--- config.mk ---
export PLATFORM = sky130hd
export DESIGN_NAME = multicycle_ctrl_flat
export DESIGN_NICKNAME = d
export VERILOG_FILES = /design/src/rtl/multicycle_ctrl_if.sv /design/src/rtl/multicycle_ctrl.sv /design/src/flat_wrapper.sv
export SDC_FILE = /design/constraint.sdc
export NUM_CORES = 1
export LEC_CHECK = 0
export BUFFER_PORTS_ARGS = -buffer_cell sky130_fd_sc_hd__buf_2
export CAP_MARGIN = 20
export CELL_PAD_IN_SITES_DETAIL_PLACEMENT = 1
export CELL_PAD_IN_SITES_GLOBAL_PLACEMENT = 1
export CORE_ASPECT_RATIO = 2
export CORE_MARGIN = 2
export CORE_UTILIZATION = 37
export DETAILED_ROUTE_END_ITERATION = 10
export GPL_TIMING_DRIVEN = 1
export PLACE_DENSITY_LB_ADDON = 0.12
export SLEW_MARGIN = 25
export SYNTH_ARGS = -nofsm -noshare
export SYNTH_HDL_FRONTEND = slang
export SYNTH_SLANG_ARGS = --single-unit
--- constraint.sdc ---
create_clock -name clk -period 2.6 [get_ports clk]
set_input_delay 0.13 -clock clk [delete_from_list [all_inputs] [get_ports clk]]
set_output_delay 0.13 -clock clk [all_outputs]
set_load 0.01 [all_outputs]
--- src/rtl/multicycle_ctrl_if.sv ---
// Control/status bundle between the multi-cycle controller and its RV32I datapath.
// master: the controller side; slave: the datapath/memory side.
interface multicycle_ctrl_if #(
  parameter int unsigned WIDTH = 32
);
  logic [6:0]       opcode;
  logic             mem_ready;
  logic             br_taken;
  logic             mem_req;
  logic             mem_we;
  logic             iord;
  logic             ir_we;
  logic             pc_we;
  logic             pc_src;
  logic [1:0]       alu_src_a;
  logic [1:0]       alu_src_b;
  logic [1:0]       alu_op;
  logic             reg_we;
  logic [1:0]       wb_sel;
  logic             illegal;
  logic [WIDTH-1:0] instret;
  logic [3:0]       state;

  modport master (
    input  opcode, mem_ready, br_taken,
    output mem_req, mem_we, iord, ir_we, pc_we, pc_src, alu_src_a, alu_src_b, alu_op,
           reg_we, wb_sel, illegal, instret, state
  );

  modport slave (
    output opcode, mem_ready, br_taken,
    input  mem_req, mem_we, iord, ir_we, pc_we, pc_src, alu_src_a, alu_src_b, alu_op,
           reg_we, wb_sel, illegal, instret, state
  );
endinterface

--- src/rtl/multicycle_ctrl.sv ---
// Control FSM for a shared-ALU, shared-memory multi-cycle RV32I datapath.
// Sequences fetch/decode/execute/writeback, owns the retired-instruction
// counter and a sticky illegal-opcode flag.
module multicycle_ctrl #(
  parameter int unsigned WIDTH = 32
) (
  input logic              clk,
  input logic              reset,
  multicycle_ctrl_if.master bus
);

  typedef enum logic [3:0] {
    StFetch   = 4'd0,
    StDecode  = 4'd1,
    StExecR   = 4'd2,
    StExecI   = 4'd3,
    StMemAddr = 4'd4,
    StMemRd   = 4'd5,
    StMemWr   = 4'd6,
    StWbAlu   = 4'd7,
    StWbMem   = 4'd8,
    StBranch  = 4'd9,
    StJal     = 4'd10,
    StJalr    = 4'd11,
    StLui     = 4'd12,
    StTrap    = 4'd15
  } state_e;

  localparam logic [6:0] OpcR      = 7'b0110011;
  localparam logic [6:0] OpcI      = 7'b0010011;
  localparam logic [6:0] OpcLoad   = 7'b0000011;
  localparam logic [6:0] OpcStore  = 7'b0100011;
  localparam logic [6:0] OpcBranch = 7'b1100011;
  localparam logic [6:0] OpcJal    = 7'b1101111;
  localparam logic [6:0] OpcJalr   = 7'b1100111;
  localparam logic [6:0] OpcLui    = 7'b0110111;
  localparam logic [6:0] OpcAuipc  = 7'b0010111;

  localparam logic [1:0] SrcAPc    = 2'b00;
  localparam logic [1:0] SrcAOldPc = 2'b01;
  localparam logic [1:0] SrcARs1   = 2'b10;
  localparam logic [1:0] SrcAZero  = 2'b11;
  localparam logic [1:0] SrcBRs2   = 2'b00;
  localparam logic [1:0] SrcBImm   = 2'b01;
  localparam logic [1:0] SrcBFour  = 2'b10;
  localparam logic [1:0] AluAdd    = 2'b00;
  localparam logic [1:0] AluFunct  = 2'b01;
  localparam logic [1:0] AluBranch = 2'b10;
  localparam logic [1:0] WbAluOut  = 2'b00;
  localparam logic [1:0] WbMdr     = 2'b01;
  localparam logic [1:0] WbPc      = 2'b10;

  state_e           r_state;
  state_e           w_state_next;
  logic             r_illegal;
  logic [WIDTH-1:0] r_instret;
  logic             w_retire;

  logic             w_mem_req;
  logic             w_mem_we;
  logic             w_iord;
  logic             w_ir_we;
  logic             w_pc_we;
  logic             w_pc_src;
  logic [1:0]       w_alu_src_a;
  logic [1:0]       w_alu_src_b;
  logic [1:0]       w_alu_op;
  logic             w_reg_we;
  logic [1:0]       w_wb_sel;

  // State, sticky trap flag and retire counter; all cleared by synchronous reset.
  always_ff @(posedge clk) begin
    if (reset) begin
      r_state   <= StFetch;
      r_illegal <= 1'b0;
      r_instret <= '0;
    end else begin
      r_state <= w_state_next;
      // Flag rises the cycle after TRAP is first occupied.
      if (r_state == StTrap) begin
        r_illegal <= 1'b1;
      end
      if (w_retire) begin
        r_instret <= r_instret + {{(WIDTH-1){1'b0}}, 1'b1};
      end
    end
  end

  // Next-state decode plus Moore/Mealy datapath controls.
  always_comb begin
    w_state_next = r_state;
    w_retire     = 1'b0;
    w_mem_req    = 1'b0;
    w_mem_we     = 1'b0;
    w_iord       = 1'b0;
    w_ir_we      = 1'b0;
    w_pc_we      = 1'b0;
    w_pc_src     = 1'b0;
    w_alu_src_a  = SrcAPc;
    w_alu_src_b  = SrcBRs2;
    w_alu_op     = AluAdd;
    w_reg_we     = 1'b0;
    w_wb_sel     = WbAluOut;

    case (r_state)
      StFetch: begin
        w_mem_req   = 1'b1;
        w_alu_src_a = SrcAPc;
        w_alu_src_b = SrcBFour;
        if (bus.mem_ready) begin
          w_ir_we      = 1'b1;
          w_pc_we      = 1'b1;
          w_state_next = StDecode;
        end
      end
      StDecode: begin
        // Precompute OLDPC + imm so branch/jump/AUIPC find their target in ALUOUT.
        w_alu_src_a = SrcAOldPc;
        w_alu_src_b = SrcBImm;
        case (bus.opcode)
          OpcR:              w_state_next = StExecR;
          OpcI:              w_state_next = StExecI;
          OpcLoad, OpcStore: w_state_next = StMemAddr;
          OpcBranch:         w_state_next = StBranch;
          OpcJal:            w_state_next = StJal;
          OpcJalr:           w_state_next = StJalr;
          OpcLui:            w_state_next = StLui;
          OpcAuipc:          w_state_next = StWbAlu;
          default:           w_state_next = StTrap;
        endcase
      end
      StExecR: begin
        w_alu_src_a  = SrcARs1;
        w_alu_src_b  = SrcBRs2;
        w_alu_op     = AluFunct;
        w_state_next = StWbAlu;
      end
      StExecI: begin
        w_alu_src_a  = SrcARs1;
        w_alu_src_b  = SrcBImm;
        w_alu_op     = AluFunct;
        w_state_next = StWbAlu;
      end
      StMemAddr: begin
        w_alu_src_a  = SrcARs1;
        w_alu_src_b  = SrcBImm;
        w_state_next = (bus.opcode == OpcLoad) ? StMemRd : StMemWr;
      end
      StMemRd: begin
        w_mem_req = 1'b1;
        w_iord    = 1'b1;
        if (bus.mem_ready) begin
          w_state_next = StWbMem;
        end
      end
      StMemWr: begin
        w_mem_req = 1'b1;
        w_mem_we  = 1'b1;
        w_iord    = 1'b1;
        if (bus.mem_ready) begin
          w_state_next = StFetch;
          w_retire     = 1'b1;
        end
      end
      StWbAlu: begin
        w_reg_we     = 1'b1;
        w_wb_sel     = WbAluOut;
        w_state_next = StFetch;
        w_retire     = 1'b1;
      end
      StWbMem: begin
        w_reg_we     = 1'b1;
        w_wb_sel     = WbMdr;
        w_state_next = StFetch;
        w_retire     = 1'b1;
      end
      StBranch: begin
        w_alu_src_a  = SrcARs1;
        w_alu_src_b  = SrcBRs2;
        w_alu_op     = AluBranch;
        w_pc_src     = 1'b1;
        w_pc_we      = bus.br_taken;
        w_state_next = StFetch;
        w_retire     = 1'b1;
      end
      StJal: begin
        w_reg_we     = 1'b1;
        w_wb_sel     = WbPc;
        w_pc_we      = 1'b1;
        w_pc_src     = 1'b1;
        w_state_next = StFetch;
        w_retire     = 1'b1;
      end
      StJalr: begin
        // Target comes straight off the ALU; the datapath clears bit 0.
        w_alu_src_a  = SrcARs1;
        w_alu_src_b  = SrcBImm;
        w_pc_src     = 1'b0;
        w_pc_we      = 1'b1;
        w_reg_we     = 1'b1;
        w_wb_sel     = WbPc;
        w_state_next = StFetch;
        w_retire     = 1'b1;
      end
      StLui: begin
        w_alu_src_a  = SrcAZero;
        w_alu_src_b  = SrcBImm;
        w_state_next = StWbAlu;
      end
      StTrap: begin
        w_state_next = StTrap;
      end
      default: begin
        // Codes 13/14 are unreachable in normal operation; park them in TRAP.
        w_state_next = StTrap;
      end
    endcase
  end

  // Enables are squashed while reset is high so no write leaks out mid-handshake.
  assign bus.mem_req   = w_mem_req & ~reset;
  assign bus.mem_we    = w_mem_we  & ~reset;
  assign bus.ir_we     = w_ir_we   & ~reset;
  assign bus.pc_we     = w_pc_we   & ~reset;
  assign bus.reg_we    = w_reg_we  & ~reset;
  assign bus.iord      = w_iord;
  assign bus.pc_src    = w_pc_src;
  assign bus.alu_src_a = w_alu_src_a;
  assign bus.alu_src_b = w_alu_src_b;
  assign bus.alu_op    = w_alu_op;
  assign bus.wb_sel    = w_wb_sel;
  assign bus.illegal   = r_illegal;
  assign bus.instret   = r_instret;
  assign bus.state     = r_state;

endmodule

--- src/flat_wrapper.sv ---
// flat-port wrapper written by rule: the top's interface ports become plain ports
module multicycle_ctrl_flat 
#(
  parameter int unsigned WIDTH = 32
)
  (clk, reset, bus_opcode, bus_mem_ready, bus_br_taken, bus_mem_req, bus_mem_we, bus_iord, bus_ir_we, bus_pc_we, bus_pc_src, bus_alu_src_a, bus_alu_src_b, bus_alu_op, bus_reg_we, bus_wb_sel, bus_illegal, bus_instret, bus_state);
  multicycle_ctrl_if #(.WIDTH(WIDTH)) bus_i ();
  input logic clk;
  input logic reset;
  input wire logic [$bits(bus_i.opcode)-1:0] bus_opcode;
  input wire logic [$bits(bus_i.mem_ready)-1:0] bus_mem_ready;
  input wire logic [$bits(bus_i.br_taken)-1:0] bus_br_taken;
  output wire logic [$bits(bus_i.mem_req)-1:0] bus_mem_req;
  output wire logic [$bits(bus_i.mem_we)-1:0] bus_mem_we;
  output wire logic [$bits(bus_i.iord)-1:0] bus_iord;
  output wire logic [$bits(bus_i.ir_we)-1:0] bus_ir_we;
  output wire logic [$bits(bus_i.pc_we)-1:0] bus_pc_we;
  output wire logic [$bits(bus_i.pc_src)-1:0] bus_pc_src;
  output wire logic [$bits(bus_i.alu_src_a)-1:0] bus_alu_src_a;
  output wire logic [$bits(bus_i.alu_src_b)-1:0] bus_alu_src_b;
  output wire logic [$bits(bus_i.alu_op)-1:0] bus_alu_op;
  output wire logic [$bits(bus_i.reg_we)-1:0] bus_reg_we;
  output wire logic [$bits(bus_i.wb_sel)-1:0] bus_wb_sel;
  output wire logic [$bits(bus_i.illegal)-1:0] bus_illegal;
  output wire logic [$bits(bus_i.instret)-1:0] bus_instret;
  output wire logic [$bits(bus_i.state)-1:0] bus_state;
  assign bus_i.opcode = bus_opcode;
  assign bus_i.mem_ready = bus_mem_ready;
  assign bus_i.br_taken = bus_br_taken;
  assign bus_mem_req = bus_i.mem_req;
  assign bus_mem_we = bus_i.mem_we;
  assign bus_iord = bus_i.iord;
  assign bus_ir_we = bus_i.ir_we;
  assign bus_pc_we = bus_i.pc_we;
  assign bus_pc_src = bus_i.pc_src;
  assign bus_alu_src_a = bus_i.alu_src_a;
  assign bus_alu_src_b = bus_i.alu_src_b;
  assign bus_alu_op = bus_i.alu_op;
  assign bus_reg_we = bus_i.reg_we;
  assign bus_wb_sel = bus_i.wb_sel;
  assign bus_illegal = bus_i.illegal;
  assign bus_instret = bus_i.instret;
  assign bus_state = bus_i.state;
  multicycle_ctrl #(.WIDTH(WIDTH)) u_core (.clk(clk), .reset(reset), .bus(bus_i));
endmodule
==> results by group <==
STA
  – Min Clock Period, post-route: around 2.3 ns
  – Worst slew pin tran: 0.4593 ns
  – Slew Viols, Final: 0
  – Setup violations, final: 0
  – Setup TNS: 0 ns
  – Relative slew slack: 0.6859
  – Skew final: 0.006452 ns
  – Tcrit/Tclk final: 0.8762
  – Max Freq: 439.0 MHz
  – RSZ-0062 raised after global routing: no
  – Hold Violations, Final: 0

Clock network
  – Num CTS Buffers: 5
  – Clk buf depth: 2
  – H-tree depth: 2
  – Clock Pin Slew Worst Setup and Hold Paths: 0.06 ns
  – Worst-Skew Late Latency: 0.29 ns
  – Post-CTS Setup Bufs: 0
  – Number of clock sinks: 37
  – TritonCTS clock tree: done
  – Post_cts resized: 0
  – Root buf cell: clkbuf_16
  – CTS Hold Bufs: 0

Final layout
  – Non-Filler Cell Area, Final: 2716 µm²
  – Ant. Diodes: 0
  – Final #Nets: 355
  – Number of fill cells: 740
  – Layout cells sized above 1: 0.2413
  – Syn-to-layout area delta: 24.13%

Synth
  – Netlist cell types: 50
  – Ranking of synthesized cells by area: dfxtp_1 34%, nor2_1 6.9%, xnor2_1 6.0%
  – Top cell type's share of synthesized area: 0.3385
  – YS warnings: 0
  – Cell taking the most area after synthesis: dfxtp_1
  – Sequential-to-total area share from yosys stat: 0.3385
  – Mapped Area: about 2200 µm²
  – Syn_area_per_cell: between 7 and 8 µm²
  – Synth Flop Type: dfxtp_1
  – Syn nets: around 300
  – Most instantiated cells after synthesis: 40 x nor2_1, 37 x dfxtp_1, 26 x nand2_1
  – Synthesized flop and latch total: 37
  – Post-synth EDFFs: 0
  – Post-synthesis cell count: 286
  – Async SR Flop Fraction: 0
  – Most common cell in the synthesized netlist: nor2_1

Setup path
  – CP max-delay cell: dfxtp_1
  – Worst Path Arrival: 2.49 ns
  – Startpoint Class: register
  – CP Cell Sequence: and2b_4, a21oi_2, or3_1, or4_1, a21oi_1
  – Max incr delay on CP: 0.58 ns
  – Setup CP Type: reg2reg
  – Worst Path Max Fanout: 12
  – Required @ worst endpoint: between 2 and 3 ns
  – Worst setup EP type: register

Drt
  – Post-Route WL: roughly 6.7 mm
  – Avg WL per Cell: 16.53 µm
  – DRC Markers: 0
  – Vias: 2297
  – DR iter-0 viols: 73
  – ANT nets after route: 0
  – Post-DR vias/cell: 5.672
  – Initial DRT Pass Iterations: 4

Die
  – Num rows: 39
  – Total core area: around 5700 µm²
  – Ports: 63
  – Die width: 58.38 µm
  – Starting Density: 0.3833
  – Die Span Y: 112.8 µm
  – Total die area: 6583 µm²

Run status
  – Status: finished, final reports clean

Global routing
  – GRT Util Overall: 0.2161
  – Vias in the first global route: 2233
  – Initial antenna violation count: 0
  – Remaining Overflow, GRT: 0
  – Pin count of the biggest net entering global routing: 25
  – First-pass GRT wire length: roughly 11 mm

Pwr
  – Worst-case vdd ir drop: 0.6792 mV
  – P_leak: roughly 1.1 nW
  – Pwr Density: about 800 nW/µm²

Placed design
  – DP HPWL: 4.963 mm
  – DP Area: 2544 µm²
  – GP Congestion: 0.8208
  – Input/output buffers: 62

Run
  – Max_cap viols: 0

Worst hold path
  – Hold Crit Class: in2reg
-- cell usage in the layout, fill, tap and decap left out, types with 3 or more instances in the layout --
cell type and n:
buf_2 62, nor2_1 40, dfxtp_1 37, nand2_1 26, o21ai_0 19, xnor2_1 15, a21oi_1 15, nor3_1 12
or3_1 11, nor4_1 10, nand4_1 9, nand3_1 8, buf_4 7, nor2b_1 5, inv_1 5, clkbuf_16 5
nand2b_1 4, and3_1 4, xor2_1 4, mux2i_1 3, a2111oi_0 3, and4_1 3, a311oi_1 3
-- metal layers --
layer | global-route usage | share of wire | routed length, µm | up-vias
met1 | 0.2339 | 0.39 | 2593 | 1104
met5 | 0 | 0 | 0 | -
met2 | 0.3985 | 0.56 | 3742 | 42
met4 | 0.09302 | 0.023 | 154 | 0
li1 | - | - | - | 1142
met3 | 0.02971 | 0.031 | 205 | 9
-- stage by stage --
| stage | power (W) | instances | setup slack (ns) | util | hold slack [ns] |
|---|---|---|---|---|---|
| finish | 0.002205 | 405 | 0.3219 | 0.4758 | 0.2786 |
| CTS | 0.002236 | 405 | 0.3268 | 0.4758 | 0.2769 |
| detailed placement | 0.001511 | 397 | 0.3594 | 0.4455 | 0.4634 |
| global route | 0.002337 | 405 | 0.2329 | 0.4758 | 0.3128 |
| floorplan | 0.001218 | 286 | 0.5572 | - | 0.3609 |
| global placement | 0.001498 | 397 | 0.4429 | 0.4455 | 0.4672 |
-- flip-flops by register name (all words and copies together), names as in the netlist --
name,count
u_core.bus.instret,32
u_core.bus.state,4
u_core.bus.illegal,1
-- power breakdown --
group	internal [W]	leakage (nW)	switching, W
clock network	0.000479	0.0841	0.000233
logic	0.000323	0.670	0.000503
registers	0.000606	0.299	0.0000612
total	0.00141	1.05	0.000797
-- cell families (layout without fill, tap and decap cells) --
| kind of cell | after synthesis | count (layout) | share of synthesized area |
|---|---|---|---|
| adders and majority gates | 2 | 2 | 0.01029 |
| AOI/OAI and AO/OA | 56 | 56 | 0.1704 |
| muxes | 4 | 4 | 0.01887 |
| xor gates and xnor gates | 19 | 19 | 0.07604 |
| and+or+nand+nor | 144 | 144 | 0.3390 |
| DFF | 37 | 37 | 0.3385 |
| buffers and inverters | 24 | 82 | 0.04688 |
-- cell type report --
type	count	area, µm²	share of cell area
Tap cell	61	76.32	0.02810
Clock buffer	7	142.6	0.05251
Inverter	5	18.77	0.006909
Multi-Input combinational cell	225	1345	0.4952
Timing Repair Buffer	69	362.8	0.1336
Clock inverter	1	30.03	0.01105
Sequential cell	37	740.7	0.2727
-- worst paths after layout --
path	slack, ns	to	cells after the start	from
setup / recovery	0.32	u_core.bus.instret[27]	5	u_core.bus.state[2]
hold / removal	0.28	u_core.bus.instret[15]	2	reset
setup reg to reg	0.32	u_core.bus.instret[27]	5	u_core.bus.state[2]
hold reg to reg	0.48	u_core.bus.illegal	2	u_core.bus.illegal
-- critical path: cells and delay by family (launching register included) --
kind	cells	cell delay, ns
simple gates	3	1.33
flops	1	0.58
compound gates	2	0.29
No activity file was read; power rests on OpenSTA's default activity.
